$ cat src/rtl/phase_sequencer.sv
// phase_sequencer: run/halt/single-step controller for the three-phase machine
// cycle X (fetch/decode), Y (memory access), Z (writeback).
//
// Optional build macro PHASE_SEQ_PERF_COUNT_EN: when defined, the instruction
// and stall performance counters are built; otherwise both count outputs are
// tied to zero and no counter registers exist.
//
// A level i_HALT_REQ also holds the sequencer in HALT (it blocks both i_RUN and
// a step edge), so a pending halt request never lets a new instruction start.

module phase_sequencer #(
  parameter int unsigned RUN_ON_RESET = 0,
  parameter int unsigned WAIT_W       = 8,
  parameter int unsigned WAIT_MAX     = 255,
  parameter int unsigned CNT_W        = 16
) (
  input  logic             i_CLOCK,
  input  logic             i_RESET,
  input  logic             i_RUN,
  input  logic             i_STEP,
  input  logic             i_HALT_REQ,
  input  logic             i_MEM_WAIT,
  output logic             o_PHASE_X,
  output logic             o_PHASE_Y,
  output logic             o_PHASE_Z,
  output logic [1:0]       o_STATE,
  output logic             o_INSTR_DONE,
  output logic             o_HALTED,
  output logic             o_BUS_ERROR,
  output logic [CNT_W-1:0] o_INSTR_COUNT,
  output logic [CNT_W-1:0] o_STALL_COUNT
);

  // Encoding equals the externally visible phase code.
  typedef enum logic [1:0] {
    StHalt = 2'd0,
    StX    = 2'd1,
    StY    = 2'd2,
    StZ    = 2'd3
  } state_e;

  localparam state_e             ResetState = (RUN_ON_RESET != 0) ? StX : StHalt;
  localparam logic [WAIT_W-1:0]  WaitLimit  = WAIT_W'(WAIT_MAX);
  localparam bit                 TimeoutEn  = (WAIT_MAX != 0);

  state_e            state_q;
  logic              step_prev_q;
  logic              one_shot_q;
  logic [WAIT_W-1:0] wait_cnt_q;
  logic              bus_error_q;

  logic step_edge;
  logic wait_timeout;
  logic start_ok;
  logic continue_ok;

  // Step edge detection and the decision terms used by the state machine.
  always_comb begin
    step_edge    = i_STEP & ~step_prev_q;
    wait_timeout = TimeoutEn & i_MEM_WAIT & (wait_cnt_q == WaitLimit);
    start_ok     = ~bus_error_q & ~i_HALT_REQ & (i_RUN | step_edge);
    continue_ok  = i_RUN & ~i_HALT_REQ & ~one_shot_q;
  end

  // Phase state machine with wait counter, one-shot step flag and sticky bus error.
  always_ff @(posedge i_CLOCK or posedge i_RESET) begin
    if (i_RESET) begin
      state_q     <= ResetState;
      step_prev_q <= 1'b0;
      one_shot_q  <= 1'b0;
      wait_cnt_q  <= '0;
      bus_error_q <= 1'b0;
    end else begin
      step_prev_q <= i_STEP;
      unique case (state_q)
        StHalt: begin
          if (start_ok) begin
            state_q <= StX;
            // A step edge limits execution to this one instruction.
            if (step_edge) begin
              one_shot_q <= 1'b1;
            end
          end
        end
        StX: begin
          state_q    <= StY;
          wait_cnt_q <= '0;
        end
        StY: begin
          if (!i_MEM_WAIT) begin
            state_q <= StZ;
          end else if (wait_timeout) begin
            // Abort without a Y or Z commit; only reset recovers.
            state_q     <= StHalt;
            bus_error_q <= 1'b1;
          end else begin
            wait_cnt_q <= wait_cnt_q + 1'b1;
          end
        end
        StZ: begin
          if (continue_ok) begin
            state_q <= StX;
          end else begin
            state_q    <= StHalt;
            one_shot_q <= 1'b0;
          end
        end
        default: state_q <= StHalt;
      endcase
    end
  end

  // Commit enables are masked while reset is held so nothing commits during reset.
  always_comb begin
    o_PHASE_X    = (state_q == StX) & ~i_RESET;
    o_PHASE_Y    = (state_q == StY) & ~i_MEM_WAIT & ~i_RESET;
    o_PHASE_Z    = (state_q == StZ) & ~i_RESET;
    o_INSTR_DONE = o_PHASE_Z;
    o_STATE      = state_q;
    o_HALTED     = (state_q == StHalt);
    o_BUS_ERROR  = bus_error_q;
  end

`ifdef PHASE_SEQ_PERF_COUNT_EN
  logic [CNT_W-1:0] instr_cnt_q;
  logic [CNT_W-1:0] stall_cnt_q;

  // Free-running wrap-around counters for committed instructions and Y stalls.
  always_ff @(posedge i_CLOCK or posedge i_RESET) begin
    if (i_RESET) begin
      instr_cnt_q <= '0;
      stall_cnt_q <= '0;
    end else begin
      if (state_q == StZ) begin
        instr_cnt_q <= instr_cnt_q + 1'b1;
      end
      if ((state_q == StY) && i_MEM_WAIT) begin
        stall_cnt_q <= stall_cnt_q + 1'b1;
      end
    end
  end

  assign o_INSTR_COUNT = instr_cnt_q;
  assign o_STALL_COUNT = stall_cnt_q;
`else
  assign o_INSTR_COUNT = '0;
  assign o_STALL_COUNT = '0;
`endif

endmodule

$ cat config.mk
export PLATFORM = sky130hd
export DESIGN_NAME = phase_sequencer
export DESIGN_NICKNAME = d
export VERILOG_FILES = /design/src/rtl/phase_sequencer.sv
export SDC_FILE = /design/constraint.sdc
export NUM_CORES = 1
export LEC_CHECK = 0
export CAP_MARGIN = 20
export CORE_UTILIZATION = 42
export CTS_BUF_LIST = sky130_fd_sc_hd__clkbuf_4
export DETAILED_ROUTE_END_ITERATION = 12
export PLACE_DENSITY = 0.89
export SYNTH_ARGS = -nofsm -noshare
export SYNTH_HDL_FRONTEND = slang
export SYNTH_SLANG_ARGS = --single-unit
$ cat constraint.sdc
create_clock -name i_CLOCK -period 2 [get_ports i_CLOCK]
set_clock_uncertainty 0.2 [all_clocks]
set_input_delay 0.6 -clock i_CLOCK [delete_from_list [all_inputs] [get_ports i_CLOCK]]
set_output_delay 0.6 -clock i_CLOCK [all_outputs]
set_load 0.05 [all_outputs]
### Word-level counts from Yosys, hierarchy flattened

Index checks and enable logic that the tools add are counted.

| cells by class | value |
|---|---|
| equal/unequal tests | 10 |
| add/sub/neg operators | 1 |
| bitwise operators | 17 |
| muxes and demuxes | 12 |
| reductions and logical operators | 7 |

Operators with widths:

| operator | count |
|---|---|
| 8-bit 2-to-1 mux | 2 |
| 8-bit one-hot mux with 2 select lines | 1 |
| 1-bit AND | 10 |
| 8-bit by 1-bit adder with 8-bit output (second input constant) | 1 |
| 8-bit == test (second input constant) | 1 |
| 2-bit one-hot mux with 4 select lines | 1 |
| 2-bit 2-to-1 mux | 3 |
| 2-bit inequality test (second input constant) | 3 |
| 1-bit inverter | 6 |
| 3-bit AND reduction | 2 |
| 2-bit == test (second input constant) | 2 |
| 1-bit 2-to-1 mux | 4 |
| 2-bit by 1-bit inequality test with 1-bit output (second input constant) | 2 |
| 4-bit AND reduction | 1 |
| 2-bit nonzero test | 2 |
| 3-bit inequality test (second input constant) | 1 |
| 2-bit by 1-bit == test with 1-bit output (second input constant) | 1 |
| 2-bit zero test | 1 |
| 1-bit one-hot mux with 2 select lines | 1 |
| 2-bit AND reduction | 1 |
| 1-bit bitwise OR | 1 |

| word-level totals | value |
|---|---|
| logic and storage cells | 52 |
| register bits | 13 |
| output and inout bits | 40 |
| input bits | 6 |

### Depth between registers and ports, before layout

| logic depth | value |
|---|---|
| depth in word-level cells | 6 |
| depth in mapped cells | 6 |
| gate-level depth less buffers | 5 |

### Worst setup path before layout

Ideal clock, no wire load.

| path | value |
|---|---|
| path type | register -> output |
| start | reg state_q[1] (netlist: o_STATE[1]) |
| end | out o_PHASE_Y |
| path slack | -0.750 ns |
| data required time | 1.200 ns |
| stages on the path, launching flop included | 4 |
| path buffers | 1 |
| data arrival time | 1.950 ns |
| path through | dfrtp_1 -> buf_4 -> nand2_1 -> nor3_1 |

| on the way | value |
|---|---|
| longest elaborated chain between the ends | 3 |

Ends and longest elaborated chain:

| what | RTL line | RTL |
|---|---|---|
| start, declared | 46 | `state_e state_q;` |
| start signal, assigned | 68 | `state_q <= ResetState;` |
| start signal, assigned | 78 | `state_q <= StX;` |
| start signal, assigned | 86 | `state_q <= StY;` |
| 2-bit == test | 116 | `o_PHASE_Y = (state_q == StY) & ~i_MEM_WAIT & ~i_RESET;` |
| 1-bit AND (2 in series) | 116 |  |
| end, declared | 24 | `output logic o_PHASE_Y,` |

Every way passes these cells.

### Worst setup path after layout

| path | value |
|---|---|
| start | reg state_q[0] (netlist: o_STATE[0]) |
| end | out o_PHASE_Y |

Same word-level chain as after synthesis.

==> results.sh <==
export IMPL_reg2reg_depth=5
export IMPL_dieHeight_um=49.9
export IMPL_final_layout_size_suffix_gt1_frac=0.275
export IMPL_wl_per_cell_um=12.1
export IMPL_p_leak_uw=0.000576
export IMPL_async_reset_ff_frac=1.00
export IMPL_finalSetupViolCount=3
export IMPL_post_dp_cell_area_um2=1110
export IMPL_synth_seq_cells=13
export IMPL_drt_iter0_drc=22
export IMPL_root_buffer="clkbuf_4"
export IMPL_yosysMostFrequentCell="buf_4"
export IMPL_dp_cells=150
export IMPL_postLayoutCellArea_um2=1200
export IMPL_stdcell_count=158
export IMPL_worstPathRequired_ns=1.20
export IMPL_synth_edff_count=0
export IMPL_post_route_period_util=1.01
export IMPL_synth_main_ff_cell="dfrtp_1"
export IMPL_fp_dieW_um=49.9
export IMPL_htree_num_levels=1
export IMPL_grt_max_degree=14
export IMPL_cts_sinks=13
export IMPL_fillCellCount=176
export IMPL_path_max_fanout=2
export IMPL_r2r_end="wait_cnt_q[3]"
export IMPL_ios=46
export IMPL_synth_top_cell_area_share=0.338
export IMPL_yosysSeqAreaShare=0.338
export IMPL_routed_wl_um=1910
export IMPL_area_growth_pct=24.8
export IMPL_row_count=16
export IMPL_coreArea_um2=2060
export IMPL_synth_common_cells="buf_4 (34), dfrtp_1 (13), o21ai_0 (8)"
export IMPL_gr_total_overflow=0
export IMPL_synth_area_um2=962
export IMPL_start_util=0.467
export IMPL_maxCapViolCount=0
export IMPL_cellPowerDensity_nw_per_um2=1260
export IMPL_firstDrtPassIters=4
export IMPL_cp_top_family="flip-flops"
export IMPL_clock_fmax_mhz=496
export IMPL_grt_pass1_vias=705
export IMPL_max_stage_delay_ns=0.43
export IMPL_critical_path_class="register to output pin"
export IMPL_viasPerCell=5.02
export IMPL_cts_made_buffers=3
export IMPL_final_hold_viol_count=0
export IMPL_status="complete, but fails checks"
export IMPL_r2r_start="wait_cnt_q[0]"
export IMPL_io_buffers=13
export IMPL_die_area_um2=2490
export IMPL_yosys_area_top_type="dfrtp_1"
export IMPL_arrival_ns=1.22
export IMPL_irDropWorstVdd_uv=1050
export IMPL_synthDistinctLibCells=31
export IMPL_synth_area_leaders="dfrtp_1 (34%), buf_4 (27%), o21ai_0 (4.2%)"
export IMPL_path_cells="inv_4, nand2_4, nor3_4, buf_12"
export IMPL_startpoint_type="register"
export IMPL_crit_path_end_kind="output pin"
export IMPL_cts_tree="done"
export IMPL_rsz0062_at_grt="true"
export IMPL_num_nets_final=139
export IMPL_dp_hpwl_um=1380
export IMPL_ctsHoldBuffers=0
export IMPL_path_clk_slew_ns=0.08
export IMPL_antenna_found_initial=0
export IMPL_fin_ws_ns=-0.0158
export IMPL_antenna_cells=0
export IMPL_fin_crit_ns=2.02
export IMPL_place_congestion=0.765
export IMPL_avgSynthCellArea_um2=8.83
export IMPL_violations="setup timing"
export IMPL_ys_warn_count=0
export IMPL_grt_pass1_wl_um=2930
export IMPL_slew_viol_final=0
export IMPL_hp_class="input port to asynchronous set/reset pin"
export IMPL_cts_buffer_depth=2
export IMPL_grt_use_total=0.156
export IMPL_clk_latency_ns=0.28
export IMPL_r2r_slack_ns=0.18
export IMPL_path_buf_inv=2
export IMPL_remaining_drc_errors=0
export IMPL_vias=793
export IMPL_drtAntennaViolNets=0
export IMPL_cp_slowest_cell="dfrtp_2"
export IMPL_syn_inst=109
## layer usage
| layer | part of all wire | global-route usage | vias up |
|---|---|---|---|
| met2 | 0.53 | 0.295 | 51 |
| met4 | 0.012 | 0.0667 | 0 |
| li1 | - | - | 362 |
| met5 | 0 | 0 | - |
| met3 | 0.095 | 0.0525 | 4 |
| met1 | 0.36 | 0.152 | 376 |
## power by group
part	leakage (uW)	switching (uW)	total (uW)	internal [uW]
clock network	0.0000177	93.0	167	74.4
registers	0.000171	67.1	381	314
logic	0.000387	589	965	377
## kinds of logic after synthesis
family,Yosys count,share of synthesized area
other cells,1,0.00390
fa+ha+maj,1,0.0130
compound gates,26,0.170
simple gates,28,0.176
flops,13,0.338
buf+inv,40,0.299
## state kept, by name, indices dropped and copies added, names as in the netlist
| register | count |
|---|---|
| o_BUS_ERROR | 1 |
| o_STATE | 2 |
| wait_cnt_q | 8 |
| one_shot_q | 1 |
| step_prev_q | 1 |
## cell type report
type,instances,area (um^2),area share
inverters,3,17.5,0.0146
clock buffers,3,22.5,0.0188
well taps,27,33.8,0.0281
repair buffers,24,283,0.235
flip-flops and latches,13,328,0.273
clock inverters,1,5.00,0.00417
multi-input cells,87,512,0.426
## worst max-delay path by stage
stage / from / to / slack [ns] / depth (start not counted)
after floorplan: i_RESET / o_PHASE_Z / -0.07 / 3
after global placement: i_RESET / o_PHASE_Z / -0.36 / 4
after detailed placement: i_RESET / o_PHASE_Z / -0.37 / 4
final: o_STATE[0] / o_PHASE_Y / -0.02 / 4
after global routing: o_STATE[0] / o_PHASE_Y / -0.07 / 4
after CTS: o_STATE[0] / o_PHASE_Z / -0.03 / 3
## repair_timing
| action | in CTS | in global routing |
|---|---|---|
| endpoints found under the setup margin | 6 | 5 |
| buffers inserted | 3 | 1 |
| pin swaps | 1 | 1 |
| gates resized for setup | 12 | 4 |
## worst reg2reg max path, cell delays in order, from the launching register on
cell	delay, ns
dfrtp_1	0.45
ha_1	0.38
nand4_1	0.19
o211ai_1	0.29
o211ai_1	0.14
o31ai_1	0.09
## cell usage in the layout, fill, tap and decap left out, types with 2 or more instances in the layout
cell,n
a21oi_1,5
a31oi_1,3
and3_1,3
buf_12,6
buf_4,9
buf_6,5
clkbuf_4,3
clkdlybuf4s50_1,3
conb_1,32
dfrtp_1,11
dfrtp_2,2
nand2_1,3
nand3_1,4
nand4_1,3
nor2_4,2
nor3_1,2
o211ai_1,3
o21ai_0,8
o31ai_1,2
## per-stage QoR
stage	power, uW	worst slack, ns	util	TNS (ns)	hold slack [ns]
after CTS	1460	-0.0281	0.570	-0.0711	0.112
after detailed placement	1200	-0.369	0.536	-3.28	0.330
after global routing	1570	-0.0715	0.583	-0.190	0.125
after global placement	1180	-0.356	0.536	-2.73	0.297
after floorplan	1010	-0.0723	-	-0.162	0.213
final	1510	-0.0158	0.583	-0.0280	0.109
Note: power is estimated with default switching activity, not from simulation.
